**src/rtl/sc_randuart_pkg.sv**
```systemverilog
// Shared types and constants for the random-value UART transmitter.
// SC_RANDUART_PARITY_EN adds an even-parity bit and the StParity state.
package sc_randuart_pkg;

  localparam int unsigned CLKS_PER_BIT_DEFAULT = 434;
  localparam int unsigned START_BITS           = 1;
  localparam int unsigned STOP_BITS            = 1;

`ifdef SC_RANDUART_PARITY_EN
  localparam int unsigned PARITY_BITS = 1;
  typedef enum logic [2:0] {StIdle, StStart, StData, StParity, StStop} state_e;
`else
  localparam int unsigned PARITY_BITS = 0;
  typedef enum logic [1:0] {StIdle, StStart, StData, StStop} state_e;
`endif

  localparam int unsigned FRAME_OVERHEAD_BITS = START_BITS + PARITY_BITS + STOP_BITS;

  // Clock cycles occupied by one frame of the given word width and bit time.
  function automatic int unsigned frame_cycles(input int unsigned data_width,
                                               input int unsigned clks_per_bit);
    return (data_width + FRAME_OVERHEAD_BITS) * clks_per_bit;
  endfunction

endpackage

```
**src/rtl/sc_randuart_baudgen.sv**
```systemverilog
// Baud counter: counts 0..CLKS_PER_BIT-1 while running and pulses tick on the last count.
module sc_randuart_baudgen
  import sc_randuart_pkg::*;
#(
  parameter int unsigned CLKS_PER_BIT = CLKS_PER_BIT_DEFAULT
) (
  input  logic clk,
  input  logic rst_n,
  input  logic run,
  output logic tick
);

  localparam int unsigned CntW = $clog2(CLKS_PER_BIT);

  logic [CntW-1:0] cnt_q, cnt_d;

  assign tick = run && (cnt_q == CntW'(CLKS_PER_BIT - 1));

  always_comb begin
    cnt_d = cnt_q + CntW'(1);
    if (!run || tick) begin
      cnt_d = '0;
    end
  end

  always_ff @(posedge clk) begin
    if (!rst_n) begin
      cnt_q <= '0;
    end else begin
      cnt_q <= cnt_d;
    end
  end

endmodule

```
**src/rtl/sc_randuart.sv**
```systemverilog
// UART transmitter that frames a word captured on a falling edge of the load strobe.
// Define SC_RANDUART_PARITY_EN to append an even-parity bit before the stop bit.
module sc_randuart
  import sc_randuart_pkg::*;
#(
  parameter int unsigned DATAWIDTH    = 8,
  parameter int unsigned CLKS_PER_BIT = CLKS_PER_BIT_DEFAULT
) (
  input  logic                 SC_RANDUART_CLOCK_50,
  input  logic                 SC_RANDUART_RESET_InLow,
  input  logic                 SC_RANDUART_load_InLow,
  input  logic [DATAWIDTH-1:0] SC_RANDUART_data_InBUS,
  output logic                 SC_RANDUART_tx_Out,
  output logic                 SC_RANDUART_busy_Out,
  output logic                 SC_RANDUART_drop_Out
);

  localparam int unsigned IdxW = (DATAWIDTH > 1) ? $clog2(DATAWIDTH) : 1;

  state_e                 state_q;
  logic [DATAWIDTH-1:0]   shift_q;
  logic [DATAWIDTH-1:0]   shift_nxt;
  logic [IdxW-1:0]        idx_q;
  logic                   load_hist_q;
  logic                   tx_q;
  logic                   busy_q;
  logic                   drop_q;
  logic                   load_evt;
  logic                   bit_tick;
  logic                   run;
`ifdef SC_RANDUART_PARITY_EN
  logic                   parity_q;
`endif

  // History resets high, so a strobe already low at reset release still counts.
  assign load_evt  = load_hist_q && !SC_RANDUART_load_InLow;
  assign run       = (state_q != StIdle);
  assign shift_nxt = shift_q >> 1;

  sc_randuart_baudgen #(
    .CLKS_PER_BIT(CLKS_PER_BIT)
  ) u_baudgen (
    .clk  (SC_RANDUART_CLOCK_50),
    .rst_n(SC_RANDUART_RESET_InLow),
    .run  (run),
    .tick (bit_tick)
  );

  always_ff @(posedge SC_RANDUART_CLOCK_50) begin
    if (!SC_RANDUART_RESET_InLow) begin
      state_q     <= StIdle;
      shift_q     <= '0;
      idx_q       <= '0;
      load_hist_q <= 1'b1;
      tx_q        <= 1'b1;
      busy_q      <= 1'b0;
      drop_q      <= 1'b0;
`ifdef SC_RANDUART_PARITY_EN
      parity_q    <= 1'b0;
`endif
    end else begin
      load_hist_q <= SC_RANDUART_load_InLow;
      drop_q      <= load_evt && (state_q != StIdle);
      case (state_q)
        StIdle: begin
          if (load_evt) begin
            shift_q <= SC_RANDUART_data_InBUS;
            idx_q   <= '0;
            state_q <= StStart;
            tx_q    <= 1'b0;
            busy_q  <= 1'b1;
`ifdef SC_RANDUART_PARITY_EN
            parity_q <= ^SC_RANDUART_data_InBUS;
`endif
          end
        end
        StStart: begin
          if (bit_tick) begin
            state_q <= StData;
            tx_q    <= shift_q[0];
          end
        end
        StData: begin
          if (bit_tick) begin
            if (idx_q == IdxW'(DATAWIDTH - 1)) begin
              idx_q <= '0;
`ifdef SC_RANDUART_PARITY_EN
              state_q <= StParity;
              tx_q    <= parity_q;
`else
              state_q <= StStop;
              tx_q    <= 1'b1;
`endif
            end else begin
              idx_q   <= idx_q + IdxW'(1);
              shift_q <= shift_nxt;
              tx_q    <= shift_nxt[0];
            end
          end
        end
`ifdef SC_RANDUART_PARITY_EN
        StParity: begin
          if (bit_tick) begin
            state_q <= StStop;
            tx_q    <= 1'b1;
          end
        end
`endif
        StStop: begin
          if (bit_tick) begin
            state_q <= StIdle;
            busy_q  <= 1'b0;
          end
        end
        default: begin
          state_q <= StIdle;
          tx_q    <= 1'b1;
          busy_q  <= 1'b0;
        end
      endcase
    end
  end

  assign SC_RANDUART_tx_Out   = tx_q;
  assign SC_RANDUART_busy_Out = busy_q;
  assign SC_RANDUART_drop_Out = drop_q;

endmodule

```
**config.mk**
```make
export PLATFORM = sky130hd
export DESIGN_NAME = sc_randuart
export DESIGN_NICKNAME = d
export VERILOG_FILES = /design/src/rtl/sc_randuart_pkg.sv /design/src/rtl/sc_randuart_baudgen.sv /design/src/rtl/sc_randuart.sv
export SDC_FILE = /design/constraint.sdc
export NUM_CORES = 1
export LEC_CHECK = 0
export CAP_MARGIN = 40
export CORE_MARGIN = 2
export CORE_UTILIZATION = 30
export DETAILED_ROUTE_END_ITERATION = 8
export HOLD_SLACK_MARGIN = 0.12
export PLACE_DENSITY_LB_ADDON = 0.08
export SYNTH_ARGS = -nofsm -noshare
export SYNTH_HDL_FRONTEND = slang
export SYNTH_SLANG_ARGS = --single-unit
```
**constraint.sdc**
```tcl
create_clock -name SC_RANDUART_CLOCK_50 -period 1.85 [get_ports SC_RANDUART_CLOCK_50]
set_input_delay 0.37 -clock SC_RANDUART_CLOCK_50 [delete_from_list [all_inputs] [get_ports SC_RANDUART_CLOCK_50]]
set_output_delay 0.37 -clock SC_RANDUART_CLOCK_50 [all_outputs]
set_load 0.005 [all_outputs]
```
; After elaboration in Yosys (flattened, before gate mapping)
; Cells that the tools add are included.
[op_classes]
n_bitwise = 1
mul = 0
order_cmp = 0
n_shift = 0
n_reduce_logical = 17
n_div = 0
mux = 22
eq_ne = 11
add_sub_neg = 2
[op_table]
columns = cell, count
row1 = $mux 8, 3
row2 = $pmux 8 s2, 1
row3 = $mux 2, 5
row4 = $add 9x1->9 const B, 1
row5 = $eq 9x9->1 const B, 1
row6 = $mux 3, 3
row7 = $pmux 2 s4, 1
row8 = $reduce_and 4->1, 2
row9 = $mux 1, 6
row10 = $ne 2x1->1 const B, 3
row11 = $ne 2x2->1 const B, 3
row12 = $pmux 3 s2, 1
row13 = $reduce_and 3->1, 2
row14 = $reduce_bool 2->1, 3
row15 = $reduce_and 5->1, 1
row16 = $eq 2x2->1 const B, 2
row17 = $add 3x1->3 const B, 1
row18 = $eq 3x3->1 const B, 1
row19 = $logic_and 1x1->1, 3
row20 = $pmux 1 s3, 1
row21 = $reduce_bool 3->1, 1
row22 = $eq 2x1->1 const B, 1
row23 = $logic_not 1->1, 2
row24 = $logic_not 2->1, 1
row25 = other kinds (4), 4
[word_totals]
input_bits = 11
register_bits = 26
output_inout_bits = 3
latchBits = 0
romBits = 0
n_memories = 0
ramBits = 0
elab_cells = 61

; Longest topological paths before layout
[depth]
depth_word = 4
ltp_mapped = 7
mapped_depth_nobuf = 6

; Hierarchy
; Synthesis repeated with hierarchy kept, for this count alone.
[hier_totals]
hier_cells = 141
hier_area_um2 = 1367.6
[by_module_without_submodules]
columns = mod, cells_each, n_inst, seq_area_each_um2, area_per_inst_um2
row1 = sc_randuart, 89, 1, 340.3, 905.9
row2 = sc_randuart_baudgen, 52, 1, 180.2, 461.7

; Worst setup path before layout
; No wires, ideal clock.
[synth_path]
path_kind = register to register
from = register u_baudgen.cnt_q[6]
to = register idx_q[0]
setup_time_ns = 0.070
path_buffers = 0
path_stages_with_launch = 5
path_slack_ns = -0.052
period_less_slack_ns = 1.902
arrival_time_ns = 1.832
t_required_ns = 1.780
path_cell_list = dfxtp_1 > or4b_4 > or4b_4 > or3_1 > a21boi_1
[synth_between]
elab_chain_cells = 4
[synth_rtl]
columns = item, line
row1 = start: declaration, sc_randuart_baudgen.sv:15  ; logic [CntW-1:0] cnt_q, cnt_d;
row2 = start signal: assignment, sc_randuart_baudgen.sv:30  ; cnt_q <= cnt_d;
row3 = $eq 9x9->1, sc_randuart_baudgen.sv:17  ; assign tick = run && (cnt_q == CntW'(CLKS_PER_BIT - 1));
row4 = $logic_and 1x1->1, sc_randuart_baudgen.sv:17
row5 = $ne 2x1->1 (no source line), -
row6 = $reduce_and 3->1 (no source line), -
row7 = end signal: assignment, sc_randuart.sv:95  ; idx_q <= idx_q + IdxW'(1);
row8 = end: declaration, sc_randuart.sv:23  ; logic [IdxW-1:0] idx_q;
; No other way between the ends.
; A chain may end at the register's enable or synchronous reset.

; Worst setup path in the final report
; Ends and elaborated chain as after synthesis.

==> out/metrics.csv <==
stage,metric,value,unit
clock_network,CTS buffer count,3,
power_and_ir_drop,Comb pwr share,0.413,
layout,fin area,1740,um2
worst_setup_path,"Largest delay share family, worst path",simple AND/OR/NAND/NOR gates,
worst_setup_path,Worst EP required,2050,ps
placement,placed instance count,220,
timing,Achievable Freq,534,MHz
synthesis,Synth area leader,dfxtp_1,
floorplanning,die area,4920,um2
synthesis,"Top FF cell, synth",dfxtp_1,
synthesis,top-count cell post-synth,dfxtp_1,
power_and_ir_drop,sequential power share,0.409,
worst_hold_path,Hold Path Sink,idx_q[1],
layout,number of fill cells,441,
worst_setup_path,most numerous cell on the critical path,or4b_4,
power_and_ir_drop,leakage power,0.694,nW
outcome,status,"finished, violations left",
synthesis,most frequent cells after synthesis,"26 x dfxtp_1, 10 x ha_1, 10 x o21ai_0, 9 x mux2i_1, 9 x nand2_1",
detailed_routing,Residual DRC,0,
synthesis,Synth warnings,0,
detailed_routing,via count,1116,
detailed_routing,DRT Pass-1 Iters,4,
detailed_routing,1st-iter DRT viols,37,
worst_setup_path,origin of the critical flop-to-flop path,u_baudgen.cnt_q[6],
grt,first-pass GRT wire length,4970,um
outcome,failing checks,negative setup slack,
timing,RSZ-0062 raised after global routing,yes,
power_and_ir_drop,Psw,567,uW
floorplanning,area of the core,4290,um2
layout,share of cells above drive strength 1,0.214,
detailed_routing,final wirelength,2870,um
grt,Tot GR Track Use,0.125,
timing,relative slew slack,0.729,
timing,final worst setup slack,-21.6,ps
floorplanning,die height,70.1,um
power_and_ir_drop,clock network fraction of design power,0.179,
power_and_ir_drop,sw frac,0.325,
layout,Final nets,196,
layout,utilization after layout,0.406,
synthesis,Syn Inst Count,139,
floorplanning,FP Rows,24,
grt,largest net degree at the start of global routing,15,
worst_setup_path,cells along the critical path,or4b_4 -> or4b_4 -> or3_1 -> a21boi_1,
synthesis,Syn Area/Cell,9.44,um2
synthesis,Yosys cell types,36,
synthesis,Syn Std Cell Area,1310,um2
floorplanning,Initial Util,0.306,
layout,area of the multi-input gates,793,um2
layout,diode count,0,
clock_network,Clock Latency Late Sink,260,ps
clock_network,CTS H-Tree Depth,1,
clock_network,clk buf depth,2,
worst_setup_path,CP max stage cell,or4b_4,
layout,Post-Layout Cell Count,225,
synthesis,Mapped Nets,160,
clock_network,CTS Hold Buffers Added,0,
clock_network,sink count of the clock tree,26,
timing,Final period util,1.01,
placement,port buffer count,13,
clock_network,root buffer cell,clkbuf_8,
floorplanning,die width,70.1,um
worst_setup_path,worst-path maximum fanout,3,
power_and_ir_drop,worst vdd ir,0.000338,V
placement,final HPWL from detailed placement,2140,um
worst_setup_path,critical path class,flop to flop,
synthesis,"EDFF count, synth",0,
timing,final setup fails,1,
timing,Slew @ Worst Pin,404,ps
grt,initial antenna violation count,0,
worst_setup_path,Reg2Reg Setup Slack,-20,ps
detailed_routing,via/cell ratio,4.96,
placement,Placed Area,1660,um2
timing,Post-Route Skew,5.15,ps
worst_setup_path,R2R Path End,idx_q[0],
synthesis,asr flop ratio synth,0,
synthesis,share of the synthesized area in the top cell type,0.397,
worst_setup_path,CP max stage delay,540,ps
worst_setup_path,CP Launch Type,flop,
timing,min cycle time layout,1870,ps
worst_setup_path,CP Depth,4,
layout,register area,523,um2
power_and_ir_drop,PD cells,1000,nW/um2
synthesis,synthesized flop and latch total,26,
grt,total congestion overflow,0,
power_and_ir_drop,Tot Pwr,1.75,mW
clock_network,CTS tree,done,
grt,number of global-route vias before repair,1087,
placement,Final Wtd Congestion,0.784,
detailed_routing,number of routed nets with antenna violations,0,
worst_hold_path,hold_sp,idx_q[1],
power_and_ir_drop,internal power component,1.18,mW
detailed_routing,Wirelength per Cell,12.7,um
worst_hold_path,hold crit path type,flop to flop,
synthesis,ranking of synthesized cells by area,"dfxtp_1 40%, ha_1 9.5%, mux2i_1 6.9%",
worst_setup_path,Worst Setup End Kind,flop,
worst_setup_path,"Arr. time, crit path",2070,ps
timing,final hold vios,0,
floorplanning,io pins,14,
worst_hold_path,Hold Path Cell Cnt,2,
timing,Slew Limit Fails,0,
synthesis,sequential element share of the synthesized area,0.397,
worst_setup_path,Buf/Inv on CP,0,
layout,P&R area growth vs syn,32.7,%
worst_setup_path,R2R depth,4,
clock_network,Clock transition at path regs,90,ps
run,max-cap viol count,0,
## per-stage QoR
stage                     hold WS [ps]  setup TNS [ps]  worst slack (ps)
after floorplan                    441           -97.3             -26.2
final                              494           -21.6             -21.6
after global routing               526            -293              -116
after CTS                          496           -18.5             -18.5
after detailed placement           483            -174             -58.0
after global placement             478           -85.9             -26.0
## worst min-delay path: stages, from the launching register on
cell	delay (ps)
dfxtp_1	320
nand3_1	60
a21boi_0	70
## power groups by stage
stage / Sequential (mW) / Clock (mW) / Combinational [mW]
after floorplan: 0.724 / 0 / 0.413
after global placement: 0.723 / 0 / 0.692
after detailed placement: 0.726 / 0 / 0.697
after CTS: 0.712 / 0.330 / 0.710
after global routing: 0.728 / 0.351 / 0.801
final: 0.714 / 0.312 / 0.721
## how the worst max path moves through the flow
stage	startpoint	slack, ps	to
floorplan	u_baudgen.cnt_q[6]	-30	shift_q[1]
global placement	SC_RANDUART_load_InLow	-30	shift_q[0]
detailed placement	SC_RANDUART_load_InLow	-60	shift_q[0]
CTS	u_baudgen.cnt_q[6]	-20	idx_q[0]
global route	u_baudgen.cnt_q[6]	-120	idx_q[0]
finish	u_baudgen.cnt_q[6]	-20	idx_q[0]
## flip-flops by register name, summed over array words and instances, names as in the netlist
| register | flops |
|---|---|
| u_baudgen.cnt_q | 9 |
| shift_q | 8 |
| idx_q | 3 |
| state_q | 2 |
| SC_RANDUART_busy_Out | 1 |
| SC_RANDUART_drop_Out | 1 |
| SC_RANDUART_tx_Out | 1 |
| load_hist_q | 1 |
## cells in the final DEF (no fill, tap or decap), drive strengths merged, types with 3 or more instances in the layout
cell type	count
ha	10
xor2	3
mux2i	9
o311a	6
buf	23
nand3	8
clkdlybuf4s50	13
o21ai	11
xnor2	3
clkbuf	3
nand2	9
inv	5
nand2b	4
nor2b	3
nor2	8
a21boi	5
dfxtp	26
## cell families after synthesis
logic type      after synthesis  share of synthesized area
simple gates                 49                      0.215
mux                           9                     0.0686
fa+ha+maj                    10                     0.0953
buf+inv                      10                     0.0295
xor+xnor                      6                     0.0400
flops                        26                      0.397
compound gates               29                      0.154
## area by class of cell
cell class | instances | area share
clock buffers | 3 | 0.0237
inverters | 5 | 0.0108
multi-input cells | 103 | 0.455
flip-flops and latches | 26 | 0.300
well taps | 52 | 0.0374
repair buffers | 36 | 0.172
## repair_timing
| item | 4_1_cts | 5_1_grt |
|---|---|---|
| gates resized for setup | 3 | 5 |
| endpoints found under the setup margin | 4 | 23 |
| pin swaps | 1 | 1 |
| hold endpoints to repair | 0 | 0 |
| setup buffers | 0 | 1 |
| cloned | 1 | 0 |
## metal layers
metal | part of all wire | routed length, um | GRT usage | vias to the layer above
li1 | - | - | - | 570
met1 | 0.51 | 1450 | 0.169 | 531
met3 | 0.024 | 68 | 0.0231 | 2
met2 | 0.46 | 1320 | 0.201 | 13
met4 | 0.0066 | 19 | 0.0449 | 0
met5 | 0 | 0 | 0 | -
(Power assumes the default switching activity.)
